==> src/rtl/wb_uart16550_lite_pkg.sv <==
// wb_uart16550_lite_pkg: register offsets, bit indices, IIR codes and FSM states for the UART
package wb_uart16550_lite_pkg;
  localparam logic [2:0] RBR_THR_DLL = 3'd0, IER_DLM = 3'd1, IIR_FCR = 3'd2, LCR = 3'd3, LSR = 3'd5;
  localparam int LSR_DR = 0, LSR_OE = 1, LSR_FE = 3, LSR_THRE = 5, LSR_TEMT = 6;
  localparam logic [7:0] IIR_NONE = 8'h01, IIR_THRE = 8'h02, IIR_RDA = 8'h04;
  localparam int FCR_RXCLR = 1, FCR_TXCLR = 2;
  typedef enum logic [1:0] {TX_IDLE, TX_START, TX_DATA, TX_STOP} tx_state_t;
  typedef enum logic [1:0] {RX_IDLE, RX_START, RX_DATA, RX_STOP} rx_state_t;
endpackage

==> src/rtl/wb_uart16550_lite_fifo.sv <==
// wb_uart16550_lite_fifo: byte FIFO with push/pop/clear; clear wins, push accepted when full if popped
module wb_uart16550_lite_fifo #(
  parameter int DEPTH = 16
) (
  input  logic                     clk,
  input  logic                     rst,
  input  logic                     push,
  input  logic                     pop,
  input  logic                     clear,
  input  logic [7:0]               din,
  output logic [7:0]               dout,
  output logic                     full,
  output logic                     empty,
  output logic [$clog2(DEPTH):0]   count
);
  localparam int AW = $clog2(DEPTH);
  logic [7:0] mem [DEPTH];
  logic [AW-1:0] wr_ptr, rd_ptr;
  logic do_push, do_pop;
  assign do_pop = pop && !empty;
  assign do_push = push && (!full || do_pop);
  assign full = count == (AW+1)'(DEPTH);
  assign empty = count == '0;
  assign dout = mem[rd_ptr];
  always_ff @(posedge clk)
    if (do_push) mem[wr_ptr] <= din;
  always_ff @(posedge clk) begin
    if (rst || clear) begin
      wr_ptr <= '0;
      rd_ptr <= '0;
      count <= '0;
    end else begin
      if (do_push) wr_ptr <= wr_ptr + 1'b1;
      if (do_pop) rd_ptr <= rd_ptr + 1'b1;
      count <= count + (AW+1)'(do_push) - (AW+1)'(do_pop);
    end
  end
endmodule

==> src/rtl/wb_uart16550_lite.sv <==
// wb_uart16550_lite: Wishbone 16550-subset UART, 8N1, 16x oversampling, TX/RX FIFOs
module wb_uart16550_lite
  import wb_uart16550_lite_pkg::*;
#(
  parameter int          FIFO_DEPTH    = 16,
  parameter logic [15:0] DIVISOR_RESET = 16'd0
) (
  input  logic       wb_clk_i,
  input  logic       wb_rst_i,
  input  logic [2:0] wb_adr_i,
  input  logic [7:0] wb_dat_i,
  output logic [7:0] wb_dat_o,
  input  logic       wb_we_i,
  input  logic       wb_stb_i,
  input  logic       wb_cyc_i,
  output logic       wb_ack_o,
  output logic       int_o,
  output logic       txd_o,
  input  logic       rxd_i
);
  localparam int CW = $clog2(FIFO_DEPTH) + 1;
  logic [7:0] lcr, rdata, lsr, iir, tx_dout, rx_dout, tx_shift, rx_shift;
  logic [1:0] ier;
  logic [15:0] div, baud_cnt;
  logic [3:0] tx_tcnt, rx_tcnt;
  logic [2:0] tx_bit, rx_bit;
  logic [CW-1:0] tx_count, rx_count;
  logic access, rd, wr, dlab, reg0, lsr_rd, tick, oe, fe, dr, thre, temt;
  logic rx_pop, tx_push, rx_clear, tx_clear, tx_pop, tx_avail, tx_end;
  logic rx_mid, rx_push, oe_set, fe_set, rx_meta, rx_sync;
  logic rx_full, rx_empty, tx_full, tx_empty, unused_ok;
  tx_state_t tx_state, tx_next;
  rx_state_t rx_state, rx_next;
  assign access = wb_cyc_i && wb_stb_i && !wb_ack_o;
  assign rd = access && !wb_we_i;
  assign wr = access && wb_we_i;
  assign dlab = lcr[7];
  assign reg0 = wb_adr_i == RBR_THR_DLL && !dlab;
  assign lsr_rd = rd && wb_adr_i == LSR;
  assign rx_pop = rd && reg0;
  assign tx_push = wr && reg0;
  assign rx_clear = wr && wb_adr_i == IIR_FCR && wb_dat_i[FCR_RXCLR];
  assign tx_clear = wr && wb_adr_i == IIR_FCR && wb_dat_i[FCR_TXCLR];
  assign dr = !rx_empty;
  assign thre = tx_empty;
  assign temt = thre && tx_state == TX_IDLE;
  assign tick = baud_cnt == '0 && div != '0;
  assign iir = ier[0] && dr ? IIR_RDA : ier[1] && thre ? IIR_THRE : IIR_NONE;
  assign unused_ok = ^{tx_count, rx_count, tx_full};
  always_comb begin
    lsr = '0;
    lsr[LSR_DR] = dr;
    lsr[LSR_OE] = oe;
    lsr[LSR_FE] = fe;
    lsr[LSR_THRE] = thre;
    lsr[LSR_TEMT] = temt;
  end
  always_comb begin
    rdata = '0;
    case (wb_adr_i)
      RBR_THR_DLL: rdata = dlab ? div[7:0] : rx_empty ? 8'h00 : rx_dout;
      IER_DLM:     rdata = dlab ? div[15:8] : {6'b0, ier};
      IIR_FCR:     rdata = iir;
      LCR:         rdata = lcr;
      LSR:         rdata = lsr;
      default:     rdata = '0;
    endcase
  end
  always_ff @(posedge wb_clk_i) begin
    if (wb_rst_i) begin
      wb_ack_o <= 1'b0;
      wb_dat_o <= '0;
      int_o <= 1'b0;
      ier <= '0;
      lcr <= '0;
      div <= DIVISOR_RESET;
      oe <= 1'b0;
      fe <= 1'b0;
      baud_cnt <= '0;
      rx_meta <= 1'b1;
      rx_sync <= 1'b1;
    end else begin
      wb_ack_o <= access;
      if (rd) wb_dat_o <= rdata;
      int_o <= (ier[0] && dr) || (ier[1] && thre);
      if (wr && wb_adr_i == LCR) lcr <= wb_dat_i;
      if (wr && wb_adr_i == RBR_THR_DLL && dlab) div[7:0] <= wb_dat_i;
      if (wr && wb_adr_i == IER_DLM && dlab) div[15:8] <= wb_dat_i;
      if (wr && wb_adr_i == IER_DLM && !dlab) ier <= wb_dat_i[1:0];
      oe <= oe_set || (oe && !lsr_rd);
      fe <= fe_set || (fe && !lsr_rd);
      baud_cnt <= baud_cnt != '0 ? baud_cnt - 16'd1 : div != '0 ? div - 16'd1 : '0;
      rx_meta <= rxd_i;
      rx_sync <= rx_meta;
    end
  end
  assign tx_avail = !tx_empty && !tx_clear;
  assign tx_end = tick && tx_tcnt == 4'd15;
  assign tx_pop = tick && tx_avail && (tx_state == TX_IDLE || (tx_state == TX_STOP && tx_tcnt == 4'd15));
  always_ff @(posedge wb_clk_i)
    tx_state <= wb_rst_i ? TX_IDLE : tx_next;
  always_comb begin
    tx_next = tx_state;
    case (tx_state)
      TX_IDLE:  if (tx_pop) tx_next = TX_START;
      TX_START: if (tx_end) tx_next = TX_DATA;
      TX_DATA:  if (tx_end && tx_bit == 3'd7) tx_next = TX_STOP;
      TX_STOP:  if (tx_end) tx_next = tx_pop ? TX_START : TX_IDLE;
    endcase
  end
  always_comb
    txd_o = tx_state == TX_START ? 1'b0 : tx_state == TX_DATA ? tx_shift[0] : 1'b1;
  always_ff @(posedge wb_clk_i) begin
    if (wb_rst_i) begin
      tx_tcnt <= '0;
      tx_bit <= '0;
      tx_shift <= '0;
    end else if (tx_pop) begin
      tx_shift <= tx_dout;
      tx_tcnt <= '0;
      tx_bit <= '0;
    end else if (tick && tx_state != TX_IDLE) begin
      tx_tcnt <= tx_tcnt + 4'd1;
      if (tx_state == TX_DATA && tx_tcnt == 4'd15) begin
        tx_shift <= tx_shift >> 1;
        tx_bit <= tx_bit + 3'd1;
      end
    end
  end
  assign rx_mid = tick && rx_tcnt == (rx_state == RX_START ? 4'd7 : 4'd15);
  assign rx_push = rx_mid && rx_state == RX_STOP && rx_sync;
  assign oe_set = rx_push && rx_full && !rx_pop && !rx_clear;
  assign fe_set = rx_mid && rx_state == RX_STOP && !rx_sync;
  always_ff @(posedge wb_clk_i)
    rx_state <= wb_rst_i ? RX_IDLE : rx_next;
  always_comb begin
    rx_next = rx_state;
    case (rx_state)
      RX_IDLE:  if (tick && !rx_sync) rx_next = RX_START;
      RX_START: if (rx_mid) rx_next = rx_sync ? RX_IDLE : RX_DATA;
      RX_DATA:  if (rx_mid && rx_bit == 3'd7) rx_next = RX_STOP;
      RX_STOP:  if (rx_mid) rx_next = RX_IDLE;
    endcase
  end
  always_ff @(posedge wb_clk_i) begin
    if (wb_rst_i) begin
      rx_tcnt <= '0;
      rx_bit <= '0;
      rx_shift <= '0;
    end else begin
      rx_tcnt <= rx_next != rx_state ? 4'd0 : tick ? rx_tcnt + 4'd1 : rx_tcnt;
      if (rx_state == RX_START) rx_bit <= '0;
      if (rx_mid && rx_state == RX_DATA) begin
        rx_shift <= {rx_sync, rx_shift[7:1]};
        rx_bit <= rx_bit + 3'd1;
      end
    end
  end
  wb_uart16550_lite_fifo #(.DEPTH(FIFO_DEPTH)) u_tx_fifo (
    .clk(wb_clk_i), .rst(wb_rst_i), .push(tx_push), .pop(tx_pop), .clear(tx_clear),
    .din(wb_dat_i), .dout(tx_dout), .full(tx_full), .empty(tx_empty), .count(tx_count)
  );
  wb_uart16550_lite_fifo #(.DEPTH(FIFO_DEPTH)) u_rx_fifo (
    .clk(wb_clk_i), .rst(wb_rst_i), .push(rx_push), .pop(rx_pop), .clear(rx_clear),
    .din(rx_shift), .dout(rx_dout), .full(rx_full), .empty(rx_empty), .count(rx_count)
  );
endmodule

==> config.mk <==
export PLATFORM = sky130hd
export DESIGN_NAME = wb_uart16550_lite
export DESIGN_NICKNAME = d
export VERILOG_FILES = /design/src/rtl/wb_uart16550_lite_pkg.sv /design/src/rtl/wb_uart16550_lite_fifo.sv /design/src/rtl/wb_uart16550_lite.sv
export SDC_FILE = /design/constraint.sdc
export NUM_CORES = 1
export LEC_CHECK = 0
export ABC_CLOCK_PERIOD_IN_PS = 3500
export BUFFER_PORTS_ARGS = -buffer_cell sky130_fd_sc_hd__buf_2
export CORE_MARGIN = 2
export CORE_UTILIZATION = 35
export CTS_CLUSTER_SIZE = 14
export DETAILED_ROUTE_END_ITERATION = 10
export REMOVE_ABC_BUFFERS = 1
export SYNTH_ARGS = -nofsm -noshare
export SYNTH_HDL_FRONTEND = slang
export SYNTH_SLANG_ARGS = --single-unit
==> constraint.sdc <==
create_clock -name wb_clk_i -period 3.5 [get_ports wb_clk_i]
set_input_delay 0.175 -clock wb_clk_i [delete_from_list [all_inputs] [get_ports wb_clk_i]]
set_output_delay 0.175 -clock wb_clk_i [all_outputs]
set_load 0.02 [all_outputs]
==> results of run 1 <==
[synthesized netlist by cell type (20+ instances only)]
master,instances
sky130_fd_sc_hd__dfxtp_1,124
sky130_fd_sc_hd__o21ai_0,20
sky130_fd_sc_hd__mux2i_1,48
sky130_fd_sc_hd__clkbuf_1,37
sky130_fd_sc_hd__a211oi_1,20
sky130_fd_sc_hd__ha_1,34
sky130_fd_sc_hd__edfxtp_1,256
sky130_fd_sc_hd__nand3_1,24
sky130_fd_sc_hd__nand2_1,72
sky130_fd_sc_hd__nor2_1,106
sky130_fd_sc_hd__inv_1,34
sky130_fd_sc_hd__mux4_2,77
sky130_fd_sc_hd__xnor2_1,26
sky130_fd_sc_hd__a21oi_1,63
[metrics by stage]
step / std cells / hold WS, ns / area, sq um
5_1_grt: 1846 / 0.0679 / 18600
3_3_place_gp: 1765 / 0.373 / 17200
4_1_cts: 1845 / 0.0543 / 18600
3_5_place_dp: 1765 / 0.371 / 17200
6_report: 1847 / 0.0830 / 18600
2_1_floorplan: 1096 / 0.244 / 16000
[per-layer routing]
metal | vias to the layer above | part of all wire (%) | track usage, %
li1 | 4498 | - | -
met1 | 4805 | 45 | 20.5
met2 | 180 | 48 | 25.1
met3 | 54 | 4.7 | 2.86
met4 | 0 | 2.1 | 4.41
met5 | - | 0 | 0
[layout make-up]
cell class	instances	area, sq um
tap	600	751
clock buffer	62	1190
sequential	380	10200
multi-input combinational	682	5670
fill	4150	27000
clock inverter	15	153
timing repair buffer	72	493
inverter	34	128
antenna	2	5.00
[registers in the layout (all words and copies together) (netlist names), 5 cells and up, named ones only]
register and flops:
u_rx_fifo.mem 128, baud_cnt 16, wb_dat_o 8, u_tx_fifo.mem 128
div 16, u_tx_fifo.count 5, rx_shift 8, tx_shift 8
u_rx_fifo.count 5, lcr 8
[worst max-delay path, cell delays in order (launching register included)]
cell	delay (ns)
sky130_fd_sc_hd__dfxtp_1	0.31
sky130_fd_sc_hd__inv_1	0.07
sky130_fd_sc_hd__ha_1	0.17
sky130_fd_sc_hd__or4b_2	0.67
sky130_fd_sc_hd__nor2b_1	0.18
sky130_fd_sc_hd__and2_1	0.23
sky130_fd_sc_hd__ha_1	0.30
sky130_fd_sc_hd__inv_1	0.04
sky130_fd_sc_hd__ha_1	0.22
sky130_fd_sc_hd__fa_1	0.42
sky130_fd_sc_hd__a21oi_1	0.17
sky130_fd_sc_hd__nor2_1	0.05
sky130_fd_sc_hd__nor2_1	0.10
sky130_fd_sc_hd__xnor2_1	0.12
sky130_fd_sc_hd__nor2_1	0.05
[timing repair]
item	4_1_cts	5_1_grt
hold buffers	3	0
endpoints found under the hold margin	2	0
setup buffers	0	0
[where the power goes]
part | internal (W) | leakage, nW | switching (W)
sequential | 0.00484 | 3.34 | 0.0000779
clock | 0.00245 | 0.646 | 0.00178
combinational | 0.000369 | 2.27 | 0.000490
[worst max path at each step]
stage	startpoint	to	cells past startpoint
after floorplan	div[7]$_SDFFE_PP0P_	u_tx_fifo.count[4]$_SDFF_PP0_	12
after global placement	u_rx_fifo.count[3]$_SDFF_PP0_	u_rx_fifo.count[4]$_SDFF_PP0_	14
after detailed placement	u_rx_fifo.count[2]$_SDFF_PP0_	u_rx_fifo.count[4]$_SDFF_PP0_	14
after CTS	u_rx_fifo.count[2]$_SDFF_PP0_	u_rx_fifo.count[4]$_SDFF_PP0_	14
after global routing	baud_cnt[0]$_SDFF_PP0_	u_tx_fifo.count[4]$_SDFF_PP0_	14
final	u_rx_fifo.count[2]$_SDFF_PP0_	u_rx_fifo.count[4]$_SDFF_PP0_	14
[kinds of logic (layout without fill, tap and decap cells)]
family,after synthesis,count (layout),share of synthesized area [%]
AO/OA/AOI/OAI,146,146,5.60
XOR/XNOR,41,41,2.22
adder cells (fa/ha/maj),36,36,2.87
buffers and inverters,90,183,2.26
flip-flops,380,380,62.7
multiplexers,125,125,13.7
other,0,2,0
AND/OR/NAND/NOR,334,334,10.6
==> impl_metrics.sql, run 1 <==
INSERT INTO impl_metrics (metric_group, metric, value, unit) VALUES
('run_status', 'result_of_the_run', 'completed', ''),
('pwr', 'post-layout-total-power', '0.0100', 'W'),
('global_route', 'vias_in_the_first_global_route', '9537', ''),
('sta', 'period_utilization_post_route', '92.3', '%'),
('worst_setup_path', 'worst_setup_path_start_kind', 'register', ''),
('global_route', 'grtUsageTotal', '15.2', '%'),
('worst_setup_path', 'worstReg2RegEnd', 'u_rx_fifo.count[4]$_SDFF_PP0_', ''),
('sta', 'rel_slew_slack', '39.9', '%'),
('yosys', 'postSynth.asyncResetShare', '0', '%'),
('global_route', 'grt_start_max_net_pins', '39', ''),
('clock_network', 'cts_tree', 'yes', ''),
('pwr', 'cellLeakagePower', '6.26', 'nW'),
('worst_hold_path', 'worstHoldEndpoint', 'u_tx_fifo.mem[0][7]$_DFFE_PP_', ''),
('detailed_routing', 'routed_wire_length_per_instance', '19.4', 'um'),
('yosys', 'synthDominantAreaCellType', 'sky130_fd_sc_hd__edfxtp_1', ''),
('worst_hold_path', 'worstHoldStart', 'wb_dat_i[7]', ''),
('worst_setup_path', 'timing.reg2reg.worst_path_depth', '14', ''),
('placement', 'hpwl', '24100', 'um'),
('placement', 'io_buffer_count', '27', ''),
('sta', 'fmaxAchievable', '0.309', 'GHz'),
('yosys', 'post_synth_main_area_contributors', 'sky130_fd_sc_hd__edfxtp_1, sky130_fd_sc_hd__dfxtp_1, sky130_fd_sc_hd__mux4_2, sky130_fd_sc_hd__mux2i_1, sky130_fd_sc_hd__ha_1', ''),
('sta', 'fin_skew', '0.0153', 'ns'),
('worst_setup_path', 'critical_path_class', 'register to register', ''),
('final_layout', 'post_route_cells_drive_above_1_share', '18.2', '%'),
('clock_network', 'clock_tree.root_cell', 'sky130_fd_sc_hd__clkbuf_16', ''),
('yosys', 'syn-instance-count', '1152', ''),
('clock_network', 'cts.reportedPaths.clkPinSlew', '0.06', 'ns'),
('clock_network', 'htreeDepth', '2', ''),
('sta', 'finalWorstSetupSlack', '0.269', 'ns'),
('die', 'die_x', '219', 'um'),
('sta', 'post-route-min-period', '3.23', 'ns'),
('sta', 'final-setup-viol-count', '0', ''),
('final_layout', 'most-common-layout-cells', 'sky130_fd_sc_hd__edfxtp_1, sky130_fd_sc_hd__dfxtp_1, sky130_fd_sc_hd__nor2_1', ''),
('worst_setup_path', 'timing.rr.start', 'u_rx_fifo.count[2]$_SDFF_PP0_', ''),
('die', 'num_rows', '78', ''),
('placement', 'gp_routability_congestion', '0.841', ''),
('die', 'floorplan.initialDensity', '35.6', '%'),
('run', 'maxCapViolCount', '0', ''),
('worst_setup_path', 'regToRegSetupSlack', '0.27', 'ns'),
('detailed_routing', 'post_route_drc_violation_count', '0', ''),
('worst_hold_path', 'worst_hold_path_type', 'input pin to register', ''),
('clock_network', 'cts_made_buffers', '42', ''),
('sta', 'timing.final.hold_violations', '0', ''),
('global_route', 'grt_pass1_wl', '55900', 'um'),
('clock_network', 'clk-insertion-delay-late', '0.56', 'ns'),
('final_layout', 'layout.cells.most_common', 'sky130_fd_sc_hd__edfxtp_1', ''),
('worst_setup_path', 'cp.arrival', '3.66', 'ns'),
('worst_setup_path', 'timing.critical_path.fanout_max', '5', ''),
('final_layout', 'area_growth_syn_to_layout', '14.5', '%'),
('yosys', 'ys.flop_type', 'sky130_fd_sc_hd__edfxtp_1', ''),
('detailed_routing', 'detail_route.iter0.violations', '678', ''),
('global_route', 'antenna_found_initial', '2', ''),
('placement', 'detailedPlace.worstSlack', '0.263', 'ns'),
('sta', 'worstMarginPinSlew', '0.901', 'ns'),
('die', 'dieHeight', '219', 'um'),
('yosys', 'seq_area_frac_synth', '62.7', '%'),
('yosys', 'synth_cell_type_count', '66', ''),
('global_route', 'grt-ovfl-total', '0', ''),
('clock_network', 'numClockSinks', '380', ''),
('die', 'fp.dieArea', '48000', 'sq um'),
('detailed_routing', 'antenna_left', '0', ''),
('sta', 'timing_max_transition_violations_final', '0', ''),
('die', 'top_level_ports', '28', ''),
('sta', 'rsz_0062_raised_after_global_routing', 'no', ''),
('sta', 'finalSetupTns', '0', 'ns'),
('final_layout', 'fin_nets', '1265', ''),
('yosys', 'ys.warnings.count', '0', ''),
('detailed_routing', 'vias_per_cell', '5.16', ''),
('yosys', 'postSynthRegisterBits', '380', ''),
('clock_network', 'cts_buffer_depth', '3', ''),
('detailed_routing', 'detail_route.first_pass.iterations', '5', '');
No activity file was read; power rests on OpenSTA's default activity.
==> run 2, diff against run 1 <==
- ABC_AREA: default -> 1
==> run 2 against run 1 <==
Sequential cell count is the same; die area grew 3.5%; highest routed layer is now met5; synthesized area grew 3.5%; power shrank 0.93%.
==> impl_metrics.sql, run 2 <==
INSERT INTO impl_metrics (metric_group, metric, value, unit) VALUES
('detailed_routing', 'met3_length', '2690', 'um'),
('detailed_routing', 'dr_total_vias', '12300', ''),
('yosys', 'synth_simple_gate_area_share', '20.7', '%'),
('clock_network', 'htreeDepth', '2', ''),
('global_route', 'vias_in_the_first_global_route', '11800', ''),
('yosys', 'avgSynthCellArea', '9.57', 'sq um'),
('worst_setup_path', 'worstPathBufferInverterCount', '6', ''),
('die', 'placeableCoreArea', '47500', 'sq um'),
('final_layout', 'most-common-layout-cells', 'sky130_fd_sc_hd__nand2_1, sky130_fd_sc_hd__edfxtp_1, sky130_fd_sc_hd__nor2_1', ''),
('placement', 'hpwl', '27600', 'um'),
('final_layout', 'post_route_cells_drive_above_1_share', '10.2', '%'),
('die', 'num_rows', '80', ''),
('run_status', 'result_of_the_run', 'completed', ''),
('clock_network', 'numClockSinks', '380', ''),
('yosys', 'synth_top_family_by_area', 'simple AND/OR/NAND/NOR gates', ''),
('worst_hold_path', 'worst_hold_path_type', 'input pin to register', ''),
('worst_setup_path', 'crit_path_start', 'baud_cnt[0]$_SDFF_PP0_', ''),
('yosys', 'seq_area_frac_synth', '60.6', '%'),
('global_route', 'antenna_found_initial', '3', ''),
('clock_network', 'clk-insertion-delay-late', '0.54', 'ns'),
('worst_setup_path', 'crit_path_frequent_cell', 'sky130_fd_sc_hd__inv_1', ''),
('detailed_routing', 'top_layer', 'met5', ''),
('yosys', 'synth_cell_type_count', '43', ''),
('yosys', 'yosysTopAreaCellShare', '45.8', '%'),
('detailed_routing', 'antenna_left', '0', ''),
('die', 'dieHeight', '223', 'um'),
('worst_hold_path', 'worstHoldStart', 'wb_we_i', ''),
('die', 'top_level_ports', '28', ''),
('worst_setup_path', 'crit_end_category', 'register', ''),
('worst_setup_path', 'timing.reg2reg.worst_path_depth', '22', ''),
('final_layout', 'final_core_util', '40.3', '%'),
('run', 'maxCapViolCount', '0', ''),
('final_layout', 'layout.cells.most_common', 'sky130_fd_sc_hd__nand2_1', ''),
('detailed_routing', 'routed_wire_length_per_instance', '17.0', 'um'),
('worst_setup_path', 'worst_setup_path_start_kind', 'register', ''),
('yosys', 'ys.warnings.count', '0', ''),
('detailed_routing', 'post_route_drc_violation_count', '0', ''),
('sta', 'worstMarginPinSlew', '0.999', 'ns'),
('die', 'floorplan.initialDensity', '35.3', '%'),
('placement', 'gp_routability_congestion', '0.851', ''),
('yosys', 'postSynthRegisterBits', '380', ''),
('worst_setup_path', 'worst_path_max_delay_cell', 'sky130_fd_sc_hd__fa_1', ''),
('global_route', 'grt_start_max_net_pins', '66', ''),
('sta', 'rsz_0062_raised_after_global_routing', 'no', ''),
('worst_setup_path', 'timing.rr.start', 'baud_cnt[0]$_SDFF_PP0_', ''),
('detailed_routing', 'detail_route.first_pass.iterations', '6', ''),
('clock_network', 'holdBufCountCts', '3', ''),
('detailed_routing', 'vias_per_cell', '5.02', ''),
('global_route', 'grt_pass1_wl', '65800', 'um'),
('yosys', 'post_synth_mux_area_share', '0', '%'),
('die', 'fp.dieArea', '49700', 'sq um'),
('worst_hold_path', 'worstHoldEndpoint', 'wb_dat_o[6]$_SDFFE_PP0P_', ''),
('final_layout', 'area_growth_syn_to_layout', '14.2', '%'),
('clock_network', 'cts-resized-gates', '0', ''),
('yosys', 'synthDominantAreaCellType', 'sky130_fd_sc_hd__edfxtp_1', ''),
('detailed_routing', 'drt_wl_total', '41700', 'um'),
('clock_network', 'cts_tree', 'yes', ''),
('final_layout', 'top_regs', 'u_rx_fifo.mem x128, u_tx_fifo.mem x128', ''),
('worst_setup_path', 'timing.critical_path.max_delay_family', 'simple AND/OR/NAND/NOR gates', ''),
('placement', 'io_buffer_count', '27', ''),
('detailed_routing', 'detail_route.iter0.violations', '935', ''),
('yosys', 'synth_xor_area_share', '1.93', '%'),
('final_layout', 'fillers', '4539', ''),
('clock_network', 'cts.reportedPaths.clkPinSlew', '0.06', 'ns'),
('yosys', 'postSynth.asyncResetShare', '0', '%'),
('clock_network', 'clock_tree.root_cell', 'sky130_fd_sc_hd__clkbuf_16', ''),
('worst_setup_path', 'critical_path_class', 'register to register', ''),
('yosys', 'yosys.area_share.adder', '2.77', '%'),
('die', 'die_x', '223', 'um'),
('sta', 'fin_skew', '0.0217', 'ns'),
('worst_setup_path', 'worstReg2RegEnd', 'u_tx_fifo.count[4]$_SDFF_PP0_', ''),
('worst_setup_path', 'crit_path_max_incr_delay', '0.37', 'ns'),
('clock_network', 'cts_made_buffers', '39', ''),
('sta', 'timing.final.hold_violations', '0', ''),
('yosys', 'synth_compound_gate_area_share', '9.11', '%'),
('detailed_routing', 'wirelength_met1', '19400', 'um'),
('yosys', 'syn-instance-count', '1754', ''),
('yosys', 'post_synth_main_area_contributors', 'sky130_fd_sc_hd__edfxtp_1, sky130_fd_sc_hd__dfxtp_1, sky130_fd_sc_hd__nand2_1, sky130_fd_sc_hd__nand3_1, sky130_fd_sc_hd__nor2_1', ''),
('pwr', 'power.ir.vdd_worst', '305', 'uV'),
('sta', 'finalSetupTns', '0', 'ns'),
('yosys', 'number_of_synthesized_flops_with_an_enable_pin', '256', ''),
('sta', 'period_utilization_post_route', '91.3', '%'),
('clock_network', 'post-cts-setup-buffer-count', '0', ''),
('final_layout', 'fin_nets', '1859', ''),
('sta', 'final-setup-viol-count', '0', ''),
('global_route', 'grtUsageTotal', '16.7', '%'),
('worst_setup_path', 'cp_data_required_time', '3.90', 'ns'),
('worst_setup_path', 'regToRegSetupSlack', '0.30', 'ns'),
('worst_setup_path', 'worstPathCellList', 'inv_1 > ha_1 > nand2_2 > nor2_4 > nand2_4 > nor2_8 > nand2_4 > nor2_8 > inv_2 > nand2_2 > nand2_4 > inv_2 > ha_1 > inv_1 > fa_1 > inv_1 > a21oi_1 > nor2_1 > nor2_1 > xor2_1 > inv_1 > nor2_1', ''),
('global_route', 'grt-ovfl-total', '0', ''),
('worst_setup_path', 'cp.arrival', '3.60', 'ns'),
('sta', 'fmaxAchievable', '0.313', 'GHz'),
('clock_network', 'cts_buffer_depth', '3', ''),
('yosys', 'synthTopCellsByCount', 'sky130_fd_sc_hd__nand2_1, sky130_fd_sc_hd__edfxtp_1, sky130_fd_sc_hd__nor2_1', ''),
('yosys', 'yosysMostFrequentCell', 'sky130_fd_sc_hd__nand2_1', ''),
('yosys', 'mappedNetlistArea', '16800', 'sq um'),
('worst_setup_path', 'timing.critical_path.fanout_max', '14', ''),
('pwr', 'pwr_density_cell', '517', 'nW/um^2'),
('detailed_routing', 'wl_met2', '18700', 'um'),
('sta', 'timing_max_transition_violations_final', '0', ''),
('sta', 'rel_slew_slack', '32.9', '%'),
('worst_hold_path', 'hold_depth', '4', ''),
('yosys', 'ys.flop_type', 'sky130_fd_sc_hd__edfxtp_1', ''),
('pwr', 'cellLeakagePower', '7.30', 'nW'),
('sta', 'post-route-min-period', '3.20', 'ns');
==> run 2: report_power, final <==
part | total (W) | switching, W | internal, W | leakage (nW)
Clock | 0.00435 | 0.00170 | 0.00266 | 0.664
Sequential | 0.00488 | 0.0000487 | 0.00483 | 3.38
Combinational | 0.000684 | 0.000443 | 0.000241 | 3.26
==> run 2: how the worst max path moves through the flow <==
stage | end | slack, ns | depth (start not counted)
final | u_tx_fifo.count[4]$_SDFF_PP0_ | 0.30 | 22
after detailed placement | u_tx_fifo.count[4]$_SDFF_PP0_ | 0.32 | 22
after CTS | u_tx_fifo.count[4]$_SDFF_PP0_ | 0.28 | 22
after global routing | u_tx_fifo.count[4]$_SDFF_PP0_ | 0.04 | 22
after floorplan | u_tx_fifo.count[4]$_SDFF_PP0_ | 0.54 | 22
after global placement | u_tx_fifo.count[4]$_SDFF_PP0_ | 0.38 | 22
==> run 2: layout make-up <==
type / count / area [sq um] / area share [%]
repair buffers: 77 / 518 / 2.70
well taps: 615 / 769 / 4.01
inverters: 148 / 556 / 2.90
multi-input cells: 1160 / 5800 / 30.2
clock inverters: 13 / 205 / 1.07
flip-flops and latches: 380 / 10200 / 53.1
diodes: 1 / 2.50 / 0.0131
clock buffers: 58 / 1150 / 6.00
==> run 2: kinds of logic after synthesis <==
family / after synthesis
flops: 380
simple gates: 808
xor+xnor: 37
buf+inv: 214
fa+ha+maj: 36
compound gates: 279
==> run 2: routing by layer <==
metal	GRT usage (%)	vias up
met5	0	-
met4	4.89	4
met3	3.35	64
met2	26.3	321
met1	23.4	5864
li1	-	6064
==> run 2: per-stage QoR <==
| stage | hold WS (ns) | cells | setup slack, ns | total power [W] | area (sq um) |
|---|---|---|---|---|---|
| 3_3_place_gp | 0.388 | 2377 | 0.381 | 0.00564 | 17800 |
| 6_report | 0.0446 | 2452 | 0.305 | 0.00991 | 19200 |
| 4_1_cts | 0.0173 | 2451 | 0.285 | 0.0100 | 19200 |
| 3_5_place_dp | 0.392 | 2377 | 0.318 | 0.00565 | 17800 |
| 2_1_floorplan | 0.244 | 1688 | 0.536 | 0.00548 | 16500 |
| 5_1_grt | 0.0511 | 2452 | 0.0407 | 0.0103 | 19200 |
==> run 2: worst min-delay path, cell delays in order <==
cell	delay [ns]
sky130_fd_sc_hd__buf_2	0.09
sky130_fd_sc_hd__nor2_2	0.11
sky130_fd_sc_hd__nand2_1	0.09
sky130_fd_sc_hd__a21oi_1	0.05
==> run 3, diff against run 2 <==
- CORE_UTILIZATION: 35 -> 30
- CTS_CLUSTER_DIAMETER: default -> 50
- HOLD_SLACK_MARGIN: default -> 0.1
==> run 3 against run 2 <==
Critical path depth unchanged; sequential share of layout area down 0.67 points; die area is 16% higher; critical path type unchanged; largest cell class unchanged; largest power group unchanged.
==> impl_metrics.sql, run 3 (same netlist as run 2, synthesis figures left out) <==
INSERT INTO impl_metrics (metric_group, metric, value, unit) VALUES
('clock_network', 'htreeDepth', '2', ''),
('final_layout', 'fillers', '5492', ''),
('sta', 'final-setup-viol-count', '0', ''),
('global_route', 'grtUsageTotal', '14.7', '%'),
('sta', 'post-route-min-period', '3.20', 'ns'),
('sta', 'fin_skew', '0.0291', 'ns'),
('final_layout', 'layout.cells.most_common', 'sky130_fd_sc_hd__nand2_1', ''),
('clock_network', 'cts_tree', 'yes', ''),
('clock_network', 'cts-resized-gates', '0', ''),
('die', 'num_rows', '86', ''),
('worst_setup_path', 'timing.critical_path.max_delay_family', 'simple AND/OR/NAND/NOR gates', ''),
('final_layout', 'top_regs', 'u_rx_fifo.mem x128, u_tx_fifo.mem x128', ''),
('run_status', 'result_of_the_run', 'completed', ''),
('detailed_routing', 'antenna_left', '0', ''),
('sta', 'rsz_0062_raised_after_global_routing', 'no', ''),
('sta', 'period_utilization_post_route', '91.4', '%'),
('clock_network', 'clk-insertion-delay-late', '0.58', 'ns'),
('detailed_routing', 'vias_per_cell', '4.79', ''),
('worst_setup_path', 'worstPathCellList', 'inv_1 > ha_1 > nand2_2 > nor2_4 > nand2_4 > nor2_8 > nand2_4 > nor2_8 > inv_2 > nand2_2 > nand2_4 > inv_2 > ha_1 > inv_1 > fa_1 > inv_1 > a21oi_1 > nor2_1 > nor2_1 > xor2_1 > inv_1 > nor2_1', ''),
('final_layout', 'post_route_cells_drive_above_1_share', '10.5', '%'),
('clock_network', 'cts_made_buffers', '40', ''),
('die', 'die_x', '241', 'um'),
('sta', 'finalSetupTns', '0', 'ns'),
('pwr', 'pwr_density_cell', '508', 'nW/um^2'),
('detailed_routing', 'drt_wl_total', '42300', 'um'),
('global_route', 'grt_start_max_net_pins', '66', ''),
('placement', 'hpwl', '28300', 'um'),
('final_layout', 'area_growth_syn_to_layout', '15.7', '%'),
('worst_setup_path', 'crit_end_category', 'register', ''),
('sta', 'worstMarginPinSlew', '1.01', 'ns'),
('worst_setup_path', 'cp.arrival', '3.64', 'ns'),
('detailed_routing', 'detail_route.first_pass.iterations', '5', ''),
('worst_setup_path', 'worstPathBufferInverterCount', '6', ''),
('sta', 'timing.final.hold_violations', '0', ''),
('worst_setup_path', 'crit_path_max_incr_delay', '0.38', 'ns'),
('run', 'maxCapViolCount', '0', ''),
('worst_setup_path', 'timing.critical_path.fanout_max', '14', ''),
('clock_network', 'cts.reportedPaths.clkPinSlew', '0.07', 'ns'),
('placement', 'io_buffer_count', '27', ''),
('worst_hold_path', 'worst_hold_path_type', 'input pin to register', ''),
('worst_setup_path', 'worst_setup_path_start_kind', 'register', ''),
('worst_setup_path', 'crit_path_frequent_cell', 'sky130_fd_sc_hd__inv_1', ''),
('detailed_routing', 'detail_route.iter0.violations', '1152', ''),
('global_route', 'vias_in_the_first_global_route', '12000', ''),
('clock_network', 'clock_tree.root_cell', 'sky130_fd_sc_hd__clkbuf_16', ''),
('clock_network', 'cts_buffer_depth', '3', ''),
('placement', 'detailedPlace.worstSlack', '0.186', 'ns'),
('worst_setup_path', 'cp_data_required_time', '3.94', 'ns'),
('die', 'dieHeight', '241', 'um'),
('worst_setup_path', 'worst_path_max_delay_cell', 'sky130_fd_sc_hd__fa_1', ''),
('clock_network', 'numClockSinks', '380', ''),
('final_layout', 'multi_input_combinational_cell_area', '5800', 'sq um'),
('final_layout', 'most-common-layout-cells', 'sky130_fd_sc_hd__nand2_1, sky130_fd_sc_hd__edfxtp_1, sky130_fd_sc_hd__nor2_1', ''),
('detailed_routing', 'routed_wire_length_per_instance', '16.3', 'um'),
('worst_setup_path', 'critical_path_class', 'register to register', ''),
('detailed_routing', 'post_route_drc_violation_count', '0', ''),
('global_route', 'antenna_found_initial', '3', ''),
('global_route', 'grt_pass1_wl', '66500', 'um'),
('sta', 'rel_slew_slack', '32.0', '%'),
('die', 'floorplan.initialDensity', '30.4', '%'),
('pwr', 'cellLeakagePower', '7.32', 'nW'),
('final_layout', 'fin_nets', '1871', ''),
('die', 'fp.dieArea', '57800', 'sq um'),
('sta', 'fmaxAchievable', '0.313', 'GHz'),
('die', 'top_level_ports', '28', ''),
('placement', 'gp_routability_congestion', '0.891', ''),
('pwr', 'post-layout-total-power', '0.00986', 'W'),
('pwr', 'power.ir.vdd_worst', '382', 'uV'),
('sta', 'timing_max_transition_violations_final', '0', ''),
('sta', 'finalWorstSetupSlack', '0.300', 'ns'),
('die', 'placeableCoreArea', '55200', 'sq um'),
('global_route', 'grt-ovfl-total', '0', ''),
('detailed_routing', 'dr_total_vias', '12500', ''),
('final_layout', 'sequential_cell_area', '10200', 'sq um');
-- run 3: cell count changes in the layout (fill, tap and decap cells not counted), sizes merged --
cell         change
bufinv           -2
clkinvlp         +3
inv              +2
clkbuf           -5
clkinv           +5
buf              +2
dlygate4sd3      +9
-- run 3: metrics by stage --
| stage | std cells | util (%) | area (sq um) | hold slack, ns |
|---|---|---|---|---|
| 4_1_cts | 2594 | 35.1 | 19400 | 0.113 |
| 2_1_floorplan | 1688 | - | 16500 | 0.244 |
| 5_1_grt | 2598 | 35.2 | 19400 | 0.141 |
| 6_report | 2599 | 35.2 | 19400 | 0.144 |
| 3_3_place_gp | 2508 | 32.5 | 17900 | 0.366 |
| 3_5_place_dp | 2508 | 32.5 | 17900 | 0.370 |
-- run 3: timing repair --
| action | CTS | global route |
|---|---|---|
| hold buffers | 12 | 0 |
| setup buffers | 0 | 4 |
| endpoints found under the hold margin | 137 | 0 |
| endpoints found under the setup margin | 0 | 1 |
-- run 3: layout make-up --
| cell class | count | area share [%] |
|---|---|---|
| Timing Repair Buffer | 88 | 3.21 |
| Sequential cell | 380 | 52.4 |
| Clock buffer | 53 | 5.46 |
| Antenna cell | 1 | 0.0129 |
| Clock inverter | 21 | 1.39 |
| Tap cell | 748 | 4.82 |
| Inverter | 148 | 2.86 |
| Multi-Input combinational cell | 1160 | 29.9 |
-- run 3: report_power, final --
part | internal [W] | total, W | switching [W]
Sequential | 0.00483 | 0.00488 | 0.0000489
Clock | 0.00242 | 0.00428 | 0.00187
Combinational | 0.000249 | 0.000701 | 0.000452
Total | 0.00749 | 0.00986 | 0.00237
-- run 3: routing by layer --
metal,wire [um],vias up,GRT usage [%],share of wire (%)
li1,-,6089,-,-
met4,1110,4,5.06,2.6
met5,24,-,0,0.057
met2,18700,362,22.5,44
met1,19600,5920,20.8,46
met3,2890,75,2.69,6.8
-- run 3: final timing paths --
path	start	end	slack, ns	cells past startpoint
setup / recovery	baud_cnt[0]$_SDFF_PP0_	u_tx_fifo.count[4]$_SDFF_PP0_	0.30	22
hold reg to reg	rx_meta$_SDFF_PP1_	rx_sync$_SDFF_PP1_	0.42	1
hold / removal	wb_dat_i[2]	u_tx_fifo.mem[3][2]$_DFFE_PP_	0.14	2
setup reg to reg	baud_cnt[0]$_SDFF_PP0_	u_tx_fifo.count[4]$_SDFF_PP0_	0.30	22
